**src/rtl/pe2_layer_ctrl_pkg.sv**
```systemverilog
// Shared types and defaults for the layer-2 sequencer: state encoding, dimensions
// and the kernel-tap one-hot helper.
package pe2_layer_ctrl_pkg;

  localparam int unsigned OUT_DIM_D = 10;
  localparam int unsigned TAPS_D    = 16;
  localparam int unsigned NPE_D     = 4;
  localparam int unsigned KW        = 16;
  localparam int unsigned ROW_W     = 4;
  localparam int unsigned WIN_W     = 7;

  typedef logic [2:0] state_t;

  localparam state_t S_IDLE  = 3'd0;
  localparam state_t S_KLOAD = 3'd1;
  localparam state_t S_PLOAD = 3'd2;
  localparam state_t S_WLOAD = 3'd3;
  localparam state_t S_MAC   = 3'd4;
  localparam state_t S_WRITE = 3'd5;
  localparam state_t S_ADV   = 3'd6;
  localparam state_t S_DONE  = 3'd7;

  // One-hot tap strobe for one PE; replicated across PEs by the caller.
  function automatic logic [KW-1:0] tap_onehot(input logic [3:0] k);
    logic [KW-1:0] v;
    v = '0;
    v[k] = 1'b1;
    return v;
  endfunction

endpackage

```
**src/rtl/pe2_layer_ctrl_if.sv**
```systemverilog
// Control bundle between the layer-2 sequencer (master) and the PE2 datapath (slave).
interface pe2_layer_ctrl_if
  import pe2_layer_ctrl_pkg::*;
#(
  parameter int unsigned NPE = NPE_D
) ();

  logic              start;
  logic              cout_adr_buf13;
  logic              count_max_cout;
  logic              busy;
  logic              done2;
  logic [NPE*KW-1:0] kernel_filter2_en;
  logic              buf13x13_we;
  logic              shift_buf13x13;
  logic              rst_adr_buf13;
  logic              en_adr_buf13;
  logic [KW-1:0]     buf4x4_en;
  logic              count_max_rst;
  logic              count_max_en;
  logic              PE2_mac_rst;
  logic              PE2_mac_en;
  logic              PE2_sh_reg_en;
  logic              PE_counter_rst;
  logic              PE2_counter_en;
  logic              OFM_wr;
  logic [31:0]       OFM_adr_in;

  modport master (
    input  start, cout_adr_buf13, count_max_cout,
    output busy, done2, kernel_filter2_en, buf13x13_we, shift_buf13x13,
           rst_adr_buf13, en_adr_buf13, buf4x4_en, count_max_rst, count_max_en,
           PE2_mac_rst, PE2_mac_en, PE2_sh_reg_en, PE_counter_rst, PE2_counter_en,
           OFM_wr, OFM_adr_in
  );

  modport slave (
    output start, cout_adr_buf13, count_max_cout,
    input  busy, done2, kernel_filter2_en, buf13x13_we, shift_buf13x13,
           rst_adr_buf13, en_adr_buf13, buf4x4_en, count_max_rst, count_max_en,
           PE2_mac_rst, PE2_mac_en, PE2_sh_reg_en, PE_counter_rst, PE2_counter_en,
           OFM_wr, OFM_adr_in
  );

endinterface

```
**src/rtl/pe2_layer_ctrl_win_pos.sv**
```systemverilog
// Window position tracker: output row counter and linear window index.
module pe2_win_pos
  import pe2_layer_ctrl_pkg::*;
#(
  parameter int unsigned OUT_DIM = OUT_DIM_D
) (
  input  logic             clk,
  input  logic             rst,
  input  logic             i_clr,
  input  logic             i_row_inc,
  input  logic             i_win_inc,
  output logic [WIN_W-1:0] o_win,
  output logic             o_last_row
);

  logic [ROW_W-1:0] r_row;
  logic [WIN_W-1:0] r_win;

  always_ff @(posedge clk) begin
    if (!rst || i_clr) begin
      r_row <= '0;
      r_win <= '0;
    end else begin
      if (i_row_inc) r_row <= r_row + ROW_W'(1);
      if (i_win_inc) r_win <= r_win + WIN_W'(1);
    end
  end

  assign o_win      = r_win;
  assign o_last_row = (r_row == ROW_W'(OUT_DIM - 1));

endmodule

```
**src/rtl/pe2_layer_ctrl.sv**
```systemverilog
// Layer-2 sequencer: loads PE2 kernels, latches the 13x13 maps and sweeps a 4x4
// window over all output positions, one MAC pass and one OFM write per window.
module pe2_layer_ctrl
  import pe2_layer_ctrl_pkg::*;
#(
  parameter int unsigned OUT_DIM  = OUT_DIM_D,
  parameter int unsigned TAPS     = TAPS_D,
  parameter int unsigned NPE      = NPE_D,
  parameter logic [31:0] OFM_BASE = 32'd0
) (
  input logic              clk,
  input logic              rst,
  pe2_layer_ctrl_if.master bus
);

  state_t            r_state, w_next;
  logic [3:0]        r_k, w_k_next;
  logic              w_clr, w_row_inc, w_win_inc, w_last_row, w_wrap;
  logic [WIN_W-1:0]  w_win;
  logic [NPE*KW-1:0] r_kernel;
  logic [KW-1:0]     r_buf4_en;
  logic              r_busy, r_done2, r_pload, r_mac_rst, r_mac, r_write, r_adv;
  logic [31:0]       r_ofm_adr;

  pe2_win_pos #(.OUT_DIM(OUT_DIM)) u_win_pos (
    .clk        (clk),
    .rst        (rst),
    .i_clr      (w_clr),
    .i_row_inc  (w_row_inc),
    .i_win_inc  (w_win_inc),
    .o_win      (w_win),
    .o_last_row (w_last_row)
  );

  always_ff @(posedge clk) begin
    if (!rst) r_state <= S_IDLE;
    else      r_state <= w_next;
  end

  always_comb begin
    w_next    = r_state;
    w_clr     = 1'b0;
    w_row_inc = 1'b0;
    w_win_inc = 1'b0;
    w_k_next  = r_k;
    case (r_state)
      S_IDLE: if (bus.start) begin
        w_next   = S_KLOAD;
        w_clr    = 1'b1;
        w_k_next = 4'd0;
      end
      S_KLOAD: begin
        w_k_next = r_k + 4'd1;
        if (r_k == 4'(TAPS - 1)) w_next = S_PLOAD;
      end
      S_PLOAD: w_next = S_WLOAD;
      S_WLOAD: w_next = S_MAC;
      S_MAC:   if (bus.count_max_cout) w_next = S_WRITE;
      S_WRITE: begin
        w_win_inc = 1'b1;
        w_next    = S_ADV;
      end
      S_ADV: begin
        if (!bus.cout_adr_buf13) begin
          w_next = S_WLOAD;
        end else if (w_last_row) begin
          w_next = S_DONE;
        end else begin
          w_row_inc = 1'b1;
          w_next    = S_WLOAD;
        end
      end
      S_DONE:  w_next = S_IDLE;
      default: w_next = S_IDLE;
    endcase
  end

  // Outputs registered from the next state so they line up with the state they belong to.
  always_ff @(posedge clk) begin
    if (!rst) begin
      r_k       <= '0;
      r_kernel  <= '0;
      r_buf4_en <= '0;
      r_busy    <= 1'b0;
      r_done2   <= 1'b0;
      r_pload   <= 1'b0;
      r_mac_rst <= 1'b0;
      r_mac     <= 1'b0;
      r_write   <= 1'b0;
      r_adv     <= 1'b0;
      r_ofm_adr <= OFM_BASE;
    end else begin
      r_k       <= w_k_next;
      r_kernel  <= (w_next == S_KLOAD) ? {NPE{tap_onehot(w_k_next)}} : '0;
      r_buf4_en <= {KW{w_next == S_WLOAD}};
      r_busy    <= (w_next != S_IDLE);
      r_done2   <= (w_next == S_DONE);
      r_pload   <= (w_next == S_PLOAD);
      // PE2 shift register samples the accumulator on the same edge the MAC clears.
      r_mac_rst <= (w_next == S_PLOAD) || (w_next == S_WRITE);
      r_mac     <= (w_next == S_MAC);
      r_write   <= (w_next == S_WRITE);
      r_adv     <= (w_next == S_ADV);
      if (w_clr)                  r_ofm_adr <= OFM_BASE;
      else if (w_next == S_WRITE) r_ofm_adr <= OFM_BASE + 32'(w_win);
    end
  end

  // ADV strobes follow the live column flag, matching the branch taken this cycle.
  assign w_wrap = r_adv & bus.cout_adr_buf13 & ~w_last_row;

  assign bus.busy              = r_busy;
  assign bus.done2             = r_done2;
  assign bus.kernel_filter2_en = r_kernel;
  assign bus.buf13x13_we       = r_pload;
  assign bus.shift_buf13x13    = w_wrap;
  assign bus.rst_adr_buf13     = r_pload | w_wrap;
  assign bus.en_adr_buf13      = r_adv & ~bus.cout_adr_buf13;
  assign bus.buf4x4_en         = r_buf4_en;
  assign bus.count_max_rst     = r_pload;
  assign bus.count_max_en      = r_mac;
  assign bus.PE2_mac_rst       = r_mac_rst;
  assign bus.PE2_mac_en        = r_mac;
  assign bus.PE2_sh_reg_en     = r_write;
  assign bus.PE_counter_rst    = r_pload;
  assign bus.PE2_counter_en    = r_write;
  assign bus.OFM_wr            = r_write;
  assign bus.OFM_adr_in        = r_ofm_adr;

  // A tap counter already at its maximum on the first MAC cycle indicates a counter fault.
  a_tap_fault: assert property (@(posedge clk) disable iff (!rst)
    (r_state == S_MAC && $past(r_state) == S_WLOAD) |-> !bus.count_max_cout);

endmodule
```
**src/flat_wrapper.sv**
```systemverilog
// flat-port wrapper written by rule: the top's interface ports become plain ports
module pe2_layer_ctrl_flat import pe2_layer_ctrl_pkg::*;
#(
  parameter int unsigned OUT_DIM  = OUT_DIM_D,
  parameter int unsigned TAPS     = TAPS_D,
  parameter int unsigned NPE      = NPE_D,
  parameter logic [31:0] OFM_BASE = 32'd0
)
  (clk, rst, bus_start, bus_cout_adr_buf13, bus_count_max_cout, bus_busy, bus_done2, bus_kernel_filter2_en, bus_buf13x13_we, bus_shift_buf13x13, bus_rst_adr_buf13, bus_en_adr_buf13, bus_buf4x4_en, bus_count_max_rst, bus_count_max_en, bus_PE2_mac_rst, bus_PE2_mac_en, bus_PE2_sh_reg_en, bus_PE_counter_rst, bus_PE2_counter_en, bus_OFM_wr, bus_OFM_adr_in);
  pe2_layer_ctrl_if #(.NPE(NPE)) bus_i ();
  input logic clk;
  input logic rst;
  input wire logic [$bits(bus_i.start)-1:0] bus_start;
  input wire logic [$bits(bus_i.cout_adr_buf13)-1:0] bus_cout_adr_buf13;
  input wire logic [$bits(bus_i.count_max_cout)-1:0] bus_count_max_cout;
  output wire logic [$bits(bus_i.busy)-1:0] bus_busy;
  output wire logic [$bits(bus_i.done2)-1:0] bus_done2;
  output wire logic [$bits(bus_i.kernel_filter2_en)-1:0] bus_kernel_filter2_en;
  output wire logic [$bits(bus_i.buf13x13_we)-1:0] bus_buf13x13_we;
  output wire logic [$bits(bus_i.shift_buf13x13)-1:0] bus_shift_buf13x13;
  output wire logic [$bits(bus_i.rst_adr_buf13)-1:0] bus_rst_adr_buf13;
  output wire logic [$bits(bus_i.en_adr_buf13)-1:0] bus_en_adr_buf13;
  output wire logic [$bits(bus_i.buf4x4_en)-1:0] bus_buf4x4_en;
  output wire logic [$bits(bus_i.count_max_rst)-1:0] bus_count_max_rst;
  output wire logic [$bits(bus_i.count_max_en)-1:0] bus_count_max_en;
  output wire logic [$bits(bus_i.PE2_mac_rst)-1:0] bus_PE2_mac_rst;
  output wire logic [$bits(bus_i.PE2_mac_en)-1:0] bus_PE2_mac_en;
  output wire logic [$bits(bus_i.PE2_sh_reg_en)-1:0] bus_PE2_sh_reg_en;
  output wire logic [$bits(bus_i.PE_counter_rst)-1:0] bus_PE_counter_rst;
  output wire logic [$bits(bus_i.PE2_counter_en)-1:0] bus_PE2_counter_en;
  output wire logic [$bits(bus_i.OFM_wr)-1:0] bus_OFM_wr;
  output wire logic [$bits(bus_i.OFM_adr_in)-1:0] bus_OFM_adr_in;
  assign bus_i.start = bus_start;
  assign bus_i.cout_adr_buf13 = bus_cout_adr_buf13;
  assign bus_i.count_max_cout = bus_count_max_cout;
  assign bus_busy = bus_i.busy;
  assign bus_done2 = bus_i.done2;
  assign bus_kernel_filter2_en = bus_i.kernel_filter2_en;
  assign bus_buf13x13_we = bus_i.buf13x13_we;
  assign bus_shift_buf13x13 = bus_i.shift_buf13x13;
  assign bus_rst_adr_buf13 = bus_i.rst_adr_buf13;
  assign bus_en_adr_buf13 = bus_i.en_adr_buf13;
  assign bus_buf4x4_en = bus_i.buf4x4_en;
  assign bus_count_max_rst = bus_i.count_max_rst;
  assign bus_count_max_en = bus_i.count_max_en;
  assign bus_PE2_mac_rst = bus_i.PE2_mac_rst;
  assign bus_PE2_mac_en = bus_i.PE2_mac_en;
  assign bus_PE2_sh_reg_en = bus_i.PE2_sh_reg_en;
  assign bus_PE_counter_rst = bus_i.PE_counter_rst;
  assign bus_PE2_counter_en = bus_i.PE2_counter_en;
  assign bus_OFM_wr = bus_i.OFM_wr;
  assign bus_OFM_adr_in = bus_i.OFM_adr_in;
  pe2_layer_ctrl #(.OUT_DIM(OUT_DIM), .TAPS(TAPS), .NPE(NPE), .OFM_BASE(OFM_BASE)) u_core (.clk(clk), .rst(rst), .bus(bus_i));
endmodule
```
**config.mk**
```make
export PLATFORM = sky130hd
export DESIGN_NAME = pe2_layer_ctrl_flat
export DESIGN_NICKNAME = d
export VERILOG_FILES = /design/src/rtl/pe2_layer_ctrl_pkg.sv /design/src/rtl/pe2_layer_ctrl_if.sv /design/src/rtl/pe2_layer_ctrl_win_pos.sv /design/src/rtl/pe2_layer_ctrl.sv /design/src/flat_wrapper.sv
export SDC_FILE = /design/constraint.sdc
export NUM_CORES = 1
export LEC_CHECK = 0
export BUFFER_PORTS_ARGS = -buffer_cell sky130_fd_sc_hd__buf_2
export CORE_ASPECT_RATIO = 2
export CORE_UTILIZATION = 45
export DETAILED_ROUTE_END_ITERATION = 10
export PLACE_DENSITY = 0.78
export SLEW_MARGIN = 20
export SYNTH_ARGS = -nofsm -noshare
export SYNTH_HDL_FRONTEND = slang
export SYNTH_SLANG_ARGS = --single-unit
```
**constraint.sdc**
```tcl
create_clock -name clk -period 1.85 [get_ports clk]
set_input_delay 0.185 -clock clk [delete_from_list [all_inputs] [get_ports clk]]
set_output_delay 0.185 -clock clk [all_outputs]
set_load 0.1 [all_outputs]
```
==> run metrics, run 1 <==
WS Path Type=flop to flop; max-cap violation count=0; layout cell share with drive strength beyond 1=41.0%; clk_lat worst skew=a little under 0.3 ns; Layout area overhead=8.19%; Worst R2R Start=u_core.r_state[1]$_SDFF_PN0_; Final min period=between 1.5 and 2 ns; NetSw=807 uW; post-synth top area share=36.1%; die area=between 0.006 and 0.007 mm^2; Cell Rows=39; Ys Warns=0; crit-path max FO=9; sequential-to-total area share from yosys stat=between 30% and 40%; Post-route DRC=31; Port Buf Inserts=~110; Pint=about 1600 uW; switching share of total power=between 30% and 40%; CTS tree=built; critical path's slowest cell=a211o_1; I/O pins=131; # fillers=just over 500; VDD IR max=between 400 and 500 uV; die span in y=around 110 um; cts hold-fix bufs=0; CTS buffer count=5; most frequent cell after synthesis=buf_4; routability cong.=between 0.8 and 0.9; setup_tns=0 ns; HP Class=input port to flop; clock root buffer=clkbuf_16; Clk pin slew, worst setup/hold paths=approximately 0.06 ns; Max Fclk=between 500 and 600 MHz; Worst Setup SP=u_core.r_state[1]$_SDFF_PN0_; die width=between 50 and 60 um; asr flop ratio synth=0%; area leader, netlist=dfxtp_1; Final period util=96.1%; Yosys cell types=48; pwr/cell area=824 mW/mm^2; part of the power in registers=44.3%; Post-synth EDFFs=0; slowest stage delay, CP=0.46 ns; total gr overflow=0; Yosys reg bits=between 40 and 50; largest cells by area after synthesis=dfxtp_1, buf_4, mux2i_1, nor2_1, ha_1; crit path cell chain=or2_4 > or2_1 > a211o_1 > nor3_1; detailed placement HPWL=around 3800 um; CTS sink cnt=49; Util after Layout=about 50%; average cell area after synthesis=about 9.2 um^2; drt wl/cell=roughly 12 um; top cell family by delay on the critical path=simple AND/OR/NAND/NOR gates; max-slew violations=0; Critical Path End Type=flop; Commonest cells post-synth=buf_4, dfxtp_1, nor2_1, nand2_1; global-route wire length before repair=between 7000 and 8000 um; DRT Wirelength=about 4900 um; initial detailed-routing violation count=50; Post-DRT Antenna Nets=0; Max Buffers Root-to-Sink=2; Final Hold Vio Count=0; via count=1982; 1st-pass router iterations=7; Avg Vias per Cell=around 5.0; startpoint types=flop; worst hold start=bus_start; Leak=around 0.0015 uW; all-layer global routing usage=15.3%; status=finished with violations; Mapped Area=about 0.0027 mm^2; synthesized instance count=approximately 300; vias in the first global route=between 1500 and 2000; Setup-failing EPs final=0; Req. time, crit path=between 2 and 2.5 ns; Setup Skew=around 0.0061 ns; Initial Util=a little under half; Post-synth top flop=dfxtp_1; total power=between 2000 and 2500 uW; largest net degree at the start of global routing=19; Buf/Inv on CP=0; worst path arrival time=slightly below 2 ns; Final Net Count=between 300 and 400; antenna violations before repair=0; CTS H-tree lvls=2; part of the power in the clock network=roughly 36%; antenna cells=0; violated checks=design-rule violations; Floorplan Core Area=about 0.0058 mm^2; Comb pwr share=around a fifth
## power by group through the flow
stage	registers (uW)	logic (uW)	clock network (uW)
CTS	1070	469	894
floorplan	1140	444	0
global placement	1100	467	0
global route	1070	489	938
finish	1070	475	875
detailed placement	1100	469	0
## cell type report
class | count | area [um^2] | area share [%]
Clock inverter | 2 | 15.0 | 0.510
Tap cell | 61 | 76.3 | 2.59
Multi-Input combinational cell | 164 | 1100 | 37.6
Timing Repair Buffer | 113 | 616 | 20.9
Clock buffer | 6 | 129 | 4.38
Sequential cell | 49 | 982 | 33.4
Inverter | 5 | 18.8 | 0.638
## cell families (layout without fill, tap and decap cells)
group / Yosys count / after routing / share of synthesized area (%)
flip-flops: 49 / 49 / 36.1
AO/OA/AOI/OAI: 24 / 24 / 7.55
other: 1 / 25 / 0.138
adder cells (fa/ha/maj): 4 / 4 / 1.84
buffers and inverters: 107 / 126 / 28.0
multiplexers: 9 / 9 / 3.31
AND/OR/NAND/NOR: 93 / 93 / 20.2
XOR/XNOR: 9 / 9 / 2.90
## final timing paths
| check | to | slack (ns) | cells past startpoint |
|---|---|---|---|
| min | u_core.bus.busy$_SDFF_PN0_ | 0.20 | 3 |
| min reg2reg | u_core.bus.OFM_adr_in[0]$_SDFFE_PP0N_ | 0.49 | 2 |
| max | u_core.bus.kernel_filter2_en[52]$_SDFF_PN0_ | 0.07 | 4 |
| max reg2reg | u_core.bus.kernel_filter2_en[52]$_SDFF_PN0_ | 0.07 | 4 |
## layout by cell type (no fill, tap or decap), types with 4 or more instances in the layout
cell type / instances
and3_1: 6
dfxtp_1: 48
buf_2: 103
nor4_1: 4
and2_1: 4
xnor2_1: 4
o21ai_0: 4
nand2_1: 11
buf_4: 8
mux2i_1: 9
ha_1: 4
nand4_1: 4
nor4_2: 5
clkbuf_16: 5
inv_1: 5
nor3_1: 8
conb_1: 25
nor2_1: 23
xor2_1: 5
## metal layers
layer,part of all wire [%],track usage [%]
met2,59,30.7
met4,2.7,8.94
met5,0,0
met3,5.5,2.67
met1,33,13.1
## stage by stage
| step | hold slack (ns) | std cells | worst slack, ns | area [um^2] |
|---|---|---|---|---|
| finish | 0.197 | 400 | 0.0715 | 2940 |
| global route | 0.199 | 400 | -0.00262 | 2940 |
| floorplan | 0.333 | 320 | 0.0136 | 2810 |
| CTS | 0.189 | 400 | 0.0173 | 2910 |
| detailed placement | 0.480 | 391 | 0.114 | 2750 |
| global placement | 0.469 | 391 | 0.129 | 2750 |
## what timing repair did
action | in CTS | in global routing
pin swaps | 0 | 1
hold endpoints to repair | 0 | 0
setup endpoints to repair | 1 | 9
setup buffers | 1 | 0
gates resized for setup | 0 | 7
gates cloned | 0 | 0
## worst reg2reg max path: cells and delay by family, from the launching register on
family	cells	cell delay, ns
DFF	1	0.39
AOI/OAI and AO/OA	1	0.46
and+or+nand+nor	3	0.85
## sequential cells by signal, indices dropped and copies added, names as in the netlist, 3 cells and up
name                          count
u_core.bus.OFM_adr_in             7
u_core.bus.kernel_filter2_en     16
u_core.r_k                        4
u_core.r_state                    3
u_core.u_win_pos.o_win            7
u_core.u_win_pos.r_row            4
No activity file was read; power rests on OpenSTA's default activity.
==> inputs of run 2 (changes only) <==
Settings changed: SKIP_CTS_REPAIR_TIMING set to 1, SYNTH_HIERARCHICAL set to 1.
==> run metrics, run 2 <==
Clk pin slew, worst setup/hold paths=0.06 ns; asr flop ratio synth=0%; compound-gate portion of the synthesized area=7.80%; Floorplan Core Area=between 0.005 and 0.006 mm^2; CTS buffer count=5; multiplexer share of the synthesized area=under 10%; antenna cells=0; Critical Path End Type=flop; Yosys reg bits=between 40 and 50; Commonest cells post-synth=buf_4, dfxtp_1, nand2_1, nor2_1, a21oi_1; Setup Skew=0.00397 ns; Initial Util=a little under half; max FFs per register=16; Buf/Inv on CP=2; largest net degree at the start of global routing=17; Setup-failing EPs final=0; Port Buf Inserts=between 100 and 150; most common cell after layout, fill and taps aside=buf_2; clock root buffer=clkbuf_16; Layout area overhead=11.2%; violated checks=design-rule violations; WS Path Type=flop to flop; # fillers=523; top cell family by delay on the critical path=simple AND/OR/NAND/NOR gates; Max Fclk=approximately 540 MHz; worst path arrival time=a little over 2 ns; Slew headroom=between 60% and 70%; clk_lat worst skew=between 0.2 and 0.3 ns; Max Buffers Root-to-Sink=2; NetSw=between 700 and 800 uW; part of the power in registers=roughly two fifths; switching share of total power=just over 30%; layout cell share with drive strength beyond 1=around 44%; average cell area after synthesis=between 9 and 10 um^2; most frequent cells in the layout=buf_2, dfxtp_1, conb_1; all-layer global routing usage=between 10% and 20%; pwr/cell area=approximately 860 mW/mm^2; Post-synth EDFFs=0; RSZ-0062 raised after global routing=true; synthesized instance count=about 300; CTS sink cnt=49; Comb pwr share=18.5%; status=finished with violations; Post-synth top flop=dfxtp_1; 1st-pass router iterations=8; Post-DRT Antenna Nets=0; via count=2045; critical path's slowest cell=dfxtp_2; Final period util=99.7%; total gr overflow=0; startpoint types=flop; Worst-Margin Slew=a little under 0.6 ns; I/O pins=131; CTS tree=built; crit path cell chain=inv_2 > ha_4 > and3b_2 > and4b_4 > nor4b_4 > buf_4 > nand4_4 > nor4_2; vias in the first global route=1721; die span in y=112 um; Synth Area in XOR/XNOR=under 10%; die area=0.00636 mm^2; Final Net Count=356; slowest stage delay, CP=between 0.3 and 0.4 ns; initial detailed-routing violation count=between 70 and 80; Ys Warns=6; Mapped Area=about 0.0027 mm^2; part of the power in the clock network=40.0%; Final Non-Filler Cells=409; global-route wire length before repair=~7400 um; simple-gate share of the synthesized area=roughly 22%; placed instance count=398; Pint=between 1500 and 2000 uW; routability cong.=between 0.8 and 0.9; DRT Wirelength=4980 um; Cell Rows=39; HP Class=input port to flop; Final min period=~1.8 ns; max-slew violations=0; sequential-to-total area share from yosys stat=36.2%; max-cap violation count=0; die width=between 50 and 60 um; area leader, netlist=dfxtp_1; Post-route DRC=36; Req. time, crit path=between 2 and 2.5 ns; crit-path max FO=8; post-synth top area share=approximately 36%; CTS H-tree lvls=2; Yosys cell types=between 50 and 60; Leak=between 0.0015 and 0.002 uW; largest family of logic cells by synthesized area=buffers and inverters; drt wl/cell=around 12 um; Util after Layout=52.4%; Place WS=-0.0388 ns; Setup WS post-layout=0.00567 ns; Final Hold Vio Count=0; antenna violations before repair=0; most frequent cell after synthesis=buf_4; Adder-Cell Fraction of Synth Area=under 10%; detailed placement HPWL=3720 um; largest cells by area after synthesis=dfxtp_1, buf_4, nand2_1, nor2_1, a21oi_1; VDD IR max=just under 900 uV; Avg Vias per Cell=~5
-- run 2: cell types whose count changed after synthesis, moves of 3 or more --
cell	delta
buf_2	-5
clkbuf_1	+3
and3_1	-4
nor2_1	-9
nand3_1	-3
and2_1	+3
nor2b_1	+5
mux2i_1	-8
nor4_2	-3
nand2_1	+11
o21ai_0	+3
a21oi_1	+8
-- run 2: worst reg2reg max path: cells and delay by family, from the launching register on --
kind	cells	cell delay [ns]
buffers and inverters	2	0.22
DFF	1	0.33
and+or+nand+nor	5	1.07
adders and majority gates	1	0.14
-- run 2: per-layer routing --
layer / vias to the layer above / global-route usage (%) / part of all wire (%) / wire length, um
met4: 0 / 9.92 / 3.6 / 179
met1: 946 / 13.1 / 34 / 1690
met2: 105 / 28.1 / 56 / 2780
met3: 14 / 3.37 / 6.7 / 332
li1: 980 / - / - / -
met5: - / 0 / 0 / 0
-- run 2: kinds of logic (layout without fill, tap and decap cells) --
group                      Yosys count  in the layout
other                                1             25
DFF                                 49             49
buffers and inverters              106            129
adders and majority gates            4              4
and+or+nand+nor                     99             99
xor gates and xnor gates             7              7
muxes                                3              3
AOI/OAI and AO/OA                   32             32
-- run 2: power by group through the flow --
stage / Clock (uW) / Sequential (uW) / Combinational, uW
after global placement: 0 / 1100 / 469
after floorplan: 0 / 1140 / 441
after CTS: 1060 / 1080 / 471
after detailed placement: 0 / 1100 / 470
after global routing: 1100 / 1080 / 494
final: 1040 / 1070 / 479
-- run 2: area by class of cell --
cell class,count,area (um^2),area share [%]
multi-input cells,170,1120,37.1
flip-flops and latches,49,988,32.8
repair buffers,117,646,21.4
clock buffers,7,143,4.73
well taps,61,76.3,2.53
clock inverters,1,30.0,0.996
inverters,4,15.0,0.498
-- run 2: final timing paths --
check / startpoint / endpoint / slack (ns) / cells past startpoint
worst min register to register: u_core/bus.OFM_adr_in[1]$_SDFFE_PP0N_ / u_core/bus.OFM_adr_in[1]$_SDFFE_PP0N_ / 0.46 / 2
worst max-delay path: u_core/u_win_pos/r_row[1]$_SDFFE_PP0P_ / u_core/bus.kernel_filter2_en[59]$_SDFF_PN0_ / 0.006 / 8
worst max register to register: u_core/u_win_pos/r_row[1]$_SDFFE_PP0P_ / u_core/bus.kernel_filter2_en[59]$_SDFF_PN0_ / 0.006 / 8
worst min-delay path: rst / u_core/bus.busy$_SDFF_PN0_ / 0.27 / 2
-- run 2: per-stage QoR --
step	total power, uW	hold slack, ns	cell area [um^2]	setup TNS, ns
CTS	2610	0.274	2930	-0.346
global route	2670	0.293	3020	-0.150
detailed placement	1570	0.451	2750	-0.167
floorplan	1580	0.334	2810	0
global placement	1570	0.442	2750	0
finish	2590	0.269	3020	0
